===== config.mk =====
export PLATFORM = sky130hd
export DESIGN_NAME = arbiter_nx1
export DESIGN_NICKNAME = d
export VERILOG_FILES = /design/src/rtl/arbiter_nx1.sv
export SDC_FILE = /design/constraint.sdc
export NUM_CORES = 1
export LEC_CHECK = 0
export ABC_AREA = 0
export CAP_MARGIN = 20
export CORE_AREA = 2 2 220 222
export DETAILED_ROUTE_END_ITERATION = 7
export DIE_AREA = 0 0 222 224
export DONT_BUFFER_PORTS = 1
export HOLD_SLACK_MARGIN = 0.05
export PLACE_DENSITY = 0.3
export SLEW_MARGIN = 20
export SYNTH_ARGS = -nofsm -noshare
export SYNTH_HDL_FRONTEND = slang
export SYNTH_SLANG_ARGS = --single-unit

===== constraint.sdc =====
create_clock -name i_clk -period 5.2 [get_ports i_clk]
set_clock_uncertainty 0.05 [all_clocks]
set_input_delay 1.04 -clock i_clk [delete_from_list [all_inputs] [get_ports i_clk]]
set_output_delay 1.04 -clock i_clk [all_outputs]
set_load 0.02 [all_outputs]

===== src/rtl/arbiter_nx1.sv =====
// -----------------------------------------------------------------------------
// arbiter_nx1
//
// N-master to 1-slave bus arbiter. It grants one master at a time, either
// round-robin or fixed priority (lowest index wins), and forwards that
// master's request fields downstream. A master can keep the grant across
// consecutive transactions (for example an AMO read-modify-write) by holding
// i_lock at ack time. A lock with no follow-on request is dropped after
// LOCK_TIMEOUT idle cycles.
//
// Handshake: a master raises i_bus_en[k] and holds its request fields stable
// until o_ack[k] is high. Downstream sees o_bus_en while the arbiter is BUSY.
// i_ack completes the granted transfer combinationally (o_ack[grant] = i_ack)
// in the same cycle, and the grant is released on that clock edge.
//
// Ports
//   i_clk, i_rst_n           clock, asynchronous active-low reset
//   i_bus_en   [N]           per-master request
//   i_wr_en    [N]           per-master write(1)/read(0)
//   i_wr_data  [N*XLEN]      packed write data, port k at [k*XLEN +: XLEN]
//   i_addr     [N*XLEN]      packed address, same layout
//   i_byte_en  [N*4]         packed byte enables
//   i_atomic   [N]           per-master atomic flag
//   i_operation[N*7]         packed funct7 of the atomic op
//   i_lock     [N]           keep the grant after the current ack
//   o_ack      [N]           per-master ack, one-hot or zero
//   o_rd_data  [N*XLEN]      packed read data, only the granted slice non-zero
//   i_ack, i_rd_data         downstream completion and read data
//   o_id                     index of the granted master
//   o_bus_en .. o_operation  fields forwarded from the granted master
//   o_dbg_state              FSM state (0 IDLE, 1 BUSY, 2 LOCKED)
// -----------------------------------------------------------------------------
module arbiter_nx1 #(
  parameter int N_PORTS      = 4,   // must be >= 2
  parameter int XLEN         = 32,
  parameter int ROUND_ROBIN  = 1,   // 1 round-robin, 0 fixed priority
  parameter int LOCK_TIMEOUT = 16,  // must be >= 1
  localparam int ID_W        = (N_PORTS > 2) ? $clog2(N_PORTS) : 1
) (
  input  logic                    i_clk,
  input  logic                    i_rst_n,

  input  logic [N_PORTS-1:0]      i_bus_en,
  input  logic [N_PORTS-1:0]      i_wr_en,
  input  logic [N_PORTS*XLEN-1:0] i_wr_data,
  input  logic [N_PORTS*XLEN-1:0] i_addr,
  input  logic [N_PORTS*4-1:0]    i_byte_en,
  input  logic [N_PORTS-1:0]      i_atomic,
  input  logic [N_PORTS*7-1:0]    i_operation,
  input  logic [N_PORTS-1:0]      i_lock,
  output logic [N_PORTS-1:0]      o_ack,
  output logic [N_PORTS*XLEN-1:0] o_rd_data,

  input  logic                    i_ack,
  input  logic [XLEN-1:0]         i_rd_data,
  output logic [ID_W-1:0]         o_id,
  output logic                    o_bus_en,
  output logic                    o_wr_en,
  output logic [XLEN-1:0]         o_wr_data,
  output logic [XLEN-1:0]         o_addr,
  output logic [3:0]              o_byte_en,
  output logic                    o_atomic,
  output logic [6:0]              o_operation,

  output logic [1:0]              o_dbg_state
);

  localparam int CNT_W = $clog2(LOCK_TIMEOUT + 1);

  typedef enum logic [1:0] {
    ST_IDLE   = 2'd0,
    ST_BUSY   = 2'd1,
    ST_LOCKED = 2'd2
  } state_t;

  state_t            state, state_d;
  logic [ID_W-1:0]   grant, grant_d;
  logic [ID_W-1:0]   last, last_d;
  logic [CNT_W-1:0]  lock_cnt, lock_cnt_d;

  // Slice of the currently granted master.
  logic              sel_bus_en;
  logic              sel_wr_en;
  logic [XLEN-1:0]   sel_wr_data;
  logic [XLEN-1:0]   sel_addr;
  logic [3:0]        sel_byte_en;
  logic              sel_atomic;
  logic [6:0]        sel_operation;
  logic              sel_lock;

  logic [ID_W-1:0]   winner;
  logic              any_req;

  // ---------------------------------------------------------------------------
  // Winner selection
  // ---------------------------------------------------------------------------

  // First requester strictly after ptr, wrapping; ptr itself is checked last.
  function automatic logic [ID_W-1:0] pick_rr(input logic [N_PORTS-1:0] req,
                                              input logic [ID_W-1:0]    ptr);
    logic found;
    int   idx;
    pick_rr = '0;
    found   = 1'b0;
    for (int i = 1; i <= N_PORTS; i++) begin
      idx = (int'(ptr) + i) % N_PORTS;
      if (!found && req[idx]) begin
        found   = 1'b1;
        pick_rr = ID_W'(idx);
      end
    end
  endfunction

  // Lowest requesting index; scanning downward lets the lowest one win.
  function automatic logic [ID_W-1:0] pick_fixed(input logic [N_PORTS-1:0] req);
    pick_fixed = '0;
    for (int i = N_PORTS - 1; i >= 0; i--) begin
      if (req[i]) begin
        pick_fixed = ID_W'(i);
      end
    end
  endfunction

  always_comb begin
    any_req = |i_bus_en;
    if (ROUND_ROBIN != 0) begin
      winner = pick_rr(i_bus_en, last);
    end else begin
      winner = pick_fixed(i_bus_en);
    end
  end

  // ---------------------------------------------------------------------------
  // Granted-slice mux
  // ---------------------------------------------------------------------------
  always_comb begin
    sel_bus_en    = 1'b0;
    sel_wr_en     = 1'b0;
    sel_wr_data   = '0;
    sel_addr      = '0;
    sel_byte_en   = '0;
    sel_atomic    = 1'b0;
    sel_operation = '0;
    sel_lock      = 1'b0;
    for (int k = 0; k < N_PORTS; k++) begin
      if (grant == ID_W'(k)) begin
        sel_bus_en    = i_bus_en[k];
        sel_wr_en     = i_wr_en[k];
        sel_wr_data   = i_wr_data[k*XLEN +: XLEN];
        sel_addr      = i_addr[k*XLEN +: XLEN];
        sel_byte_en   = i_byte_en[k*4 +: 4];
        sel_atomic    = i_atomic[k];
        sel_operation = i_operation[k*7 +: 7];
        sel_lock      = i_lock[k];
      end
    end
  end

  // ---------------------------------------------------------------------------
  // FSM: state register
  // ---------------------------------------------------------------------------
  always_ff @(posedge i_clk or negedge i_rst_n) begin
    if (!i_rst_n) begin
      state    <= ST_IDLE;
      grant    <= '0;
      last     <= ID_W'(N_PORTS - 1);  // port 0 gets first priority
      lock_cnt <= '0;
    end else begin
      state    <= state_d;
      grant    <= grant_d;
      last     <= last_d;
      lock_cnt <= lock_cnt_d;
    end
  end

  // ---------------------------------------------------------------------------
  // FSM: next state
  // ---------------------------------------------------------------------------
  always_comb begin
    state_d    = state;
    grant_d    = grant;
    last_d     = last;
    lock_cnt_d = lock_cnt;
    unique case (state)
      ST_IDLE: begin
        if (any_req) begin
          grant_d = winner;
          state_d = ST_BUSY;
        end
      end
      ST_BUSY: begin
        if (i_ack) begin
          last_d = grant;
          if (sel_lock) begin
            state_d    = ST_LOCKED;
            lock_cnt_d = '0;
          end else begin
            state_d = ST_IDLE;
          end
        end
      end
      ST_LOCKED: begin
        // Only the holder matters here; it re-enters BUSY without arbitration.
        if (sel_bus_en) begin
          state_d = ST_BUSY;
        end else if (!sel_lock || lock_cnt == CNT_W'(LOCK_TIMEOUT - 1)) begin
          state_d = ST_IDLE;
        end else begin
          lock_cnt_d = lock_cnt + CNT_W'(1);
        end
      end
      default: begin
        state_d = ST_IDLE;
      end
    endcase
  end

  // ---------------------------------------------------------------------------
  // Outputs: downstream fields and acks only live in BUSY
  // ---------------------------------------------------------------------------
  always_comb begin
    o_bus_en    = 1'b0;
    o_wr_en     = 1'b0;
    o_wr_data   = '0;
    o_addr      = '0;
    o_byte_en   = '0;
    o_atomic    = 1'b0;
    o_operation = '0;
    o_id        = '0;
    o_ack       = '0;
    o_rd_data   = '0;

    if (state == ST_BUSY) begin
      o_bus_en    = sel_bus_en;
      o_wr_en     = sel_wr_en;
      o_wr_data   = sel_wr_data;
      o_addr      = sel_addr;
      o_byte_en   = sel_byte_en;
      o_atomic    = sel_atomic;
      o_operation = sel_operation;
      o_id        = grant;
      for (int k = 0; k < N_PORTS; k++) begin
        if (grant == ID_W'(k)) begin
          o_ack[k]                   = i_ack;
          o_rd_data[k*XLEN +: XLEN]  = i_rd_data;
        end
      end
    end else if (state == ST_LOCKED) begin
      o_id = grant;
    end
  end

  assign o_dbg_state = state;

endmodule


==> results.json <==
{
  "fp.dieH_um": 224,
  "synth-seq-cells": 11,
  "fin_crit_sh": 0.6903,
  "hold_class": "input pin to asynchronous set/reset pin",
  "drt_iter0_markers": 265,
  "wl_per_cell_um": 23.66,
  "coreArea_mm2": 0.04735,
  "detail-route-antenna-nets": 0,
  "setup_viol": 0,
  "viasPerCell": 3.591,
  "max_slew_margin": 0.4707,
  "port_buffers": 0,
  "cts_tree": "built",
  "clk_latency_ns": 0.24,
  "layout_common_cells": "134 x nor2_1, 79 x mux4_2, 78 x and2_1",
  "maxCapViolations": 0,
  "ios": 565,
  "rows": 80,
  "fmax_mhz": 278.6,
  "cts_buffers": 3,
  "startpoint": "grant[0]$_DFFE_PN0P_",
  "fin_ws_ns": 1.611,
  "antenna_found_initial": 14,
  "chipWidth_um": 222,
  "postSynthCellCount": 428,
  "grt_overflow": 0,
  "worstReg2RegStart": "grant[0]$_DFFE_PN0P_",
  "hold_viol": 0,
  "min_period_ns": 3.589,
  "status": "finished, final reports clean",
  "gp_congestion": 0.8561,
  "vias": 3659,
  "final_max_slew_viol_count": 0,
  "synth_area_leaders": "mux4_2 47%, nor2_1 13%, and2_1 13%",
  "root_buffer": "clkbuf_16",
  "layout_commonest_cell": "nor2_1",
  "tns_ns": 0,
  "crit_chain": "buf_12 > mux4_2 > and2_1",
  "first_global_vias": 3461,
  "synth-seq-area-share": 0.07380,
  "ctsResizeCount": 0,
  "synth_top_area_frac": 0.4727,
  "yosysUniqueCellTypes": 32,
  "postCtsSetupBuffers": 0,
  "syn2layout_area_growth_pct": 19.38,
  "routed_wl_um": 24110,
  "rsz0062_at_grt": "false",
  "place_ws_ns": 1.687,
  "dieArea_mm2": 0.04973,
  "critical_path_arrival_ns": 2.50,
  "grt_first_pass_wirelength_um": 30140,
  "irDropWorstVdd_uv": 388.5,
  "clock-sinks": 11,
  "h-tree-depth": 1,
  "worst_slew_pin_slew_ns": 0.7868,
  "fin_nets": 747,
  "grt_start_max_net_pins": 68,
  "max_stage_delay_ns": 0.72,
  "hpwlAfterDp_um": 20530,
  "crit_path_start_kind": "register",
  "cp.required_ns": 4.11,
  "clk_pin_slew_ns": 0.05,
  "power_density_mw_per_mm2": 741.5,
  "crit_type": "register to primary output",
  "netlist_area_mm2": 0.003764,
  "grt_util_all_layers": 0.08550,
  "clk_path_buf_depth": 2,
  "path_max_fanout": 67,
  "post-route-drc-count": 0,
  "synth_top_cell_by_area": "mux4_2",
  "syn_avg_cell_area_um2": 8.793,
  "drive_gt1_frac": 0.2621,
  "yosysWarnings": 0,
  "first_pass_iters": 5,
  "cp_slowest_cell": "dfrtp_4",
  "end_kind": "primary output",
  "synth_nets": 781,
  "initial_core_util": 0.07949,
  "hold_buffers": 0,
  "power_leakage_uw": 0.001340
}
## path summary, 6_finish.rpt
path | slack [ns] | endpoint | cells past startpoint
min in group i_clk | 0.48 | lock_cnt[3]$_DFFE_PN0P_ | 1
worst max-delay path | 1.61 | o_wr_data[18] | 3
worst min register to register | 0.48 | lock_cnt[3]$_DFFE_PN0P_ | 1
worst min-delay path | 0.44 | o_dbg_state[0]$_DFFE_PN0P_ | 0
worst max register to register | 2.84 | lock_cnt[4]$_DFFE_PN0P_ | 5
max in group asynchronous | 4.48 | last[1]$_DFFE_PN1P_ | 0
## power by group
group | leakage [µW] | switching [µW] | internal (µW)
registers | 0.000137 | 157 | 125
clock network | 0.0000409 | 39.2 | 102
logic | 0.00116 | 1980 | 930
## through the flow
step                total power (µW)  cells  instance area (µm²)  hold WS (ns)     util
CTS                             3421   1008                 4463        0.4372  0.09427
floorplan                       2628    428                 3764        0.4286        -
detailed placement              3253   1004                 4383        0.4631  0.09257
finish                          3332   1019                 4493        0.4442  0.09490
global route                    3541   1018                 4491        0.4339  0.09485
global placement                3263   1004                 4383        0.4624  0.09257
## worst max-delay path: cells and delay by family, from the launching register on
family                 cells  cell delay, ns
buffers and inverters      1            0.42
and+or+nand+nor            1            0.30
muxes                      1            0.67
DFF                        1            0.72
## cell type report
cell class | instances | area [µm²]
Sequential cell | 11 | 285.3
Timing Repair Buffer | 7 | 77.57
Multi-Input combinational cell | 368 | 3242
Clock inverter | 1 | 5.005
Inverter | 3 | 11.26
Antenna cell | 11 | 27.53
Fill cell | 5438 | 42850
Clock buffer | 3 | 75.07
Tap cell | 615 | 769.5
## synthesized netlist by cell type
master     count
nor2_1       134
clkbuf_1      25
buf_6          7
ha_1           2
or3_1          1
nand2_1       34
nand2b_1       7
nand3b_1       1
o221ai_1       1
nor2b_1        4
inv_1          3
a32o_1         1
nand3_1        1
dfstp_2        2
nor4_1         1
a21oi_1        4
a31oi_1        2
mux2_2         4
nor3_1         1
a21boi_0       2
o22ai_1        2
o2bb2ai_1      2
nand2_2        1
mux4_2        79
o31ai_4        1
or2_2          1
xor2_1         1
mux2i_1        2
buf_2         14
dfrtp_1        9
and3_1         1
and2_1        78
## flip-flops by register name, indices dropped and copies added, names as in the netlist
signal	count
lock_cnt	5
grant	2
last	2
o_dbg_state	2
## cell families (layout without fill, tap and decap cells)
| family | Yosys count | after routing | share of synthesized area |
|---|---|---|---|
| buf+inv | 49 | 14 | 0.06749 |
| xor+xnor | 1 | 1 | 0.002328 |
| mux | 85 | 85 | 0.4900 |
| fa+ha+maj | 2 | 2 | 0.006648 |
| simple gates | 265 | 265 | 0.3285 |
| other cells | 0 | 11 | 0 |
| flops | 11 | 11 | 0.07380 |
| compound gates | 15 | 15 | 0.03125 |
## routing by layer
| metal | track usage | vias to the layer above | wire [µm] |
|---|---|---|---|
| li1 | - | 1465 | - |
| met1 | 0.09918 | 1786 | 8923 |
| met2 | 0.1571 | 364 | 12410 |
| met3 | 0.01849 | 36 | 2145 |
| met4 | 0.02485 | 8 | 578 |
| met5 | 0 | - | 53 |
Power figures use the tool's default switching activity.
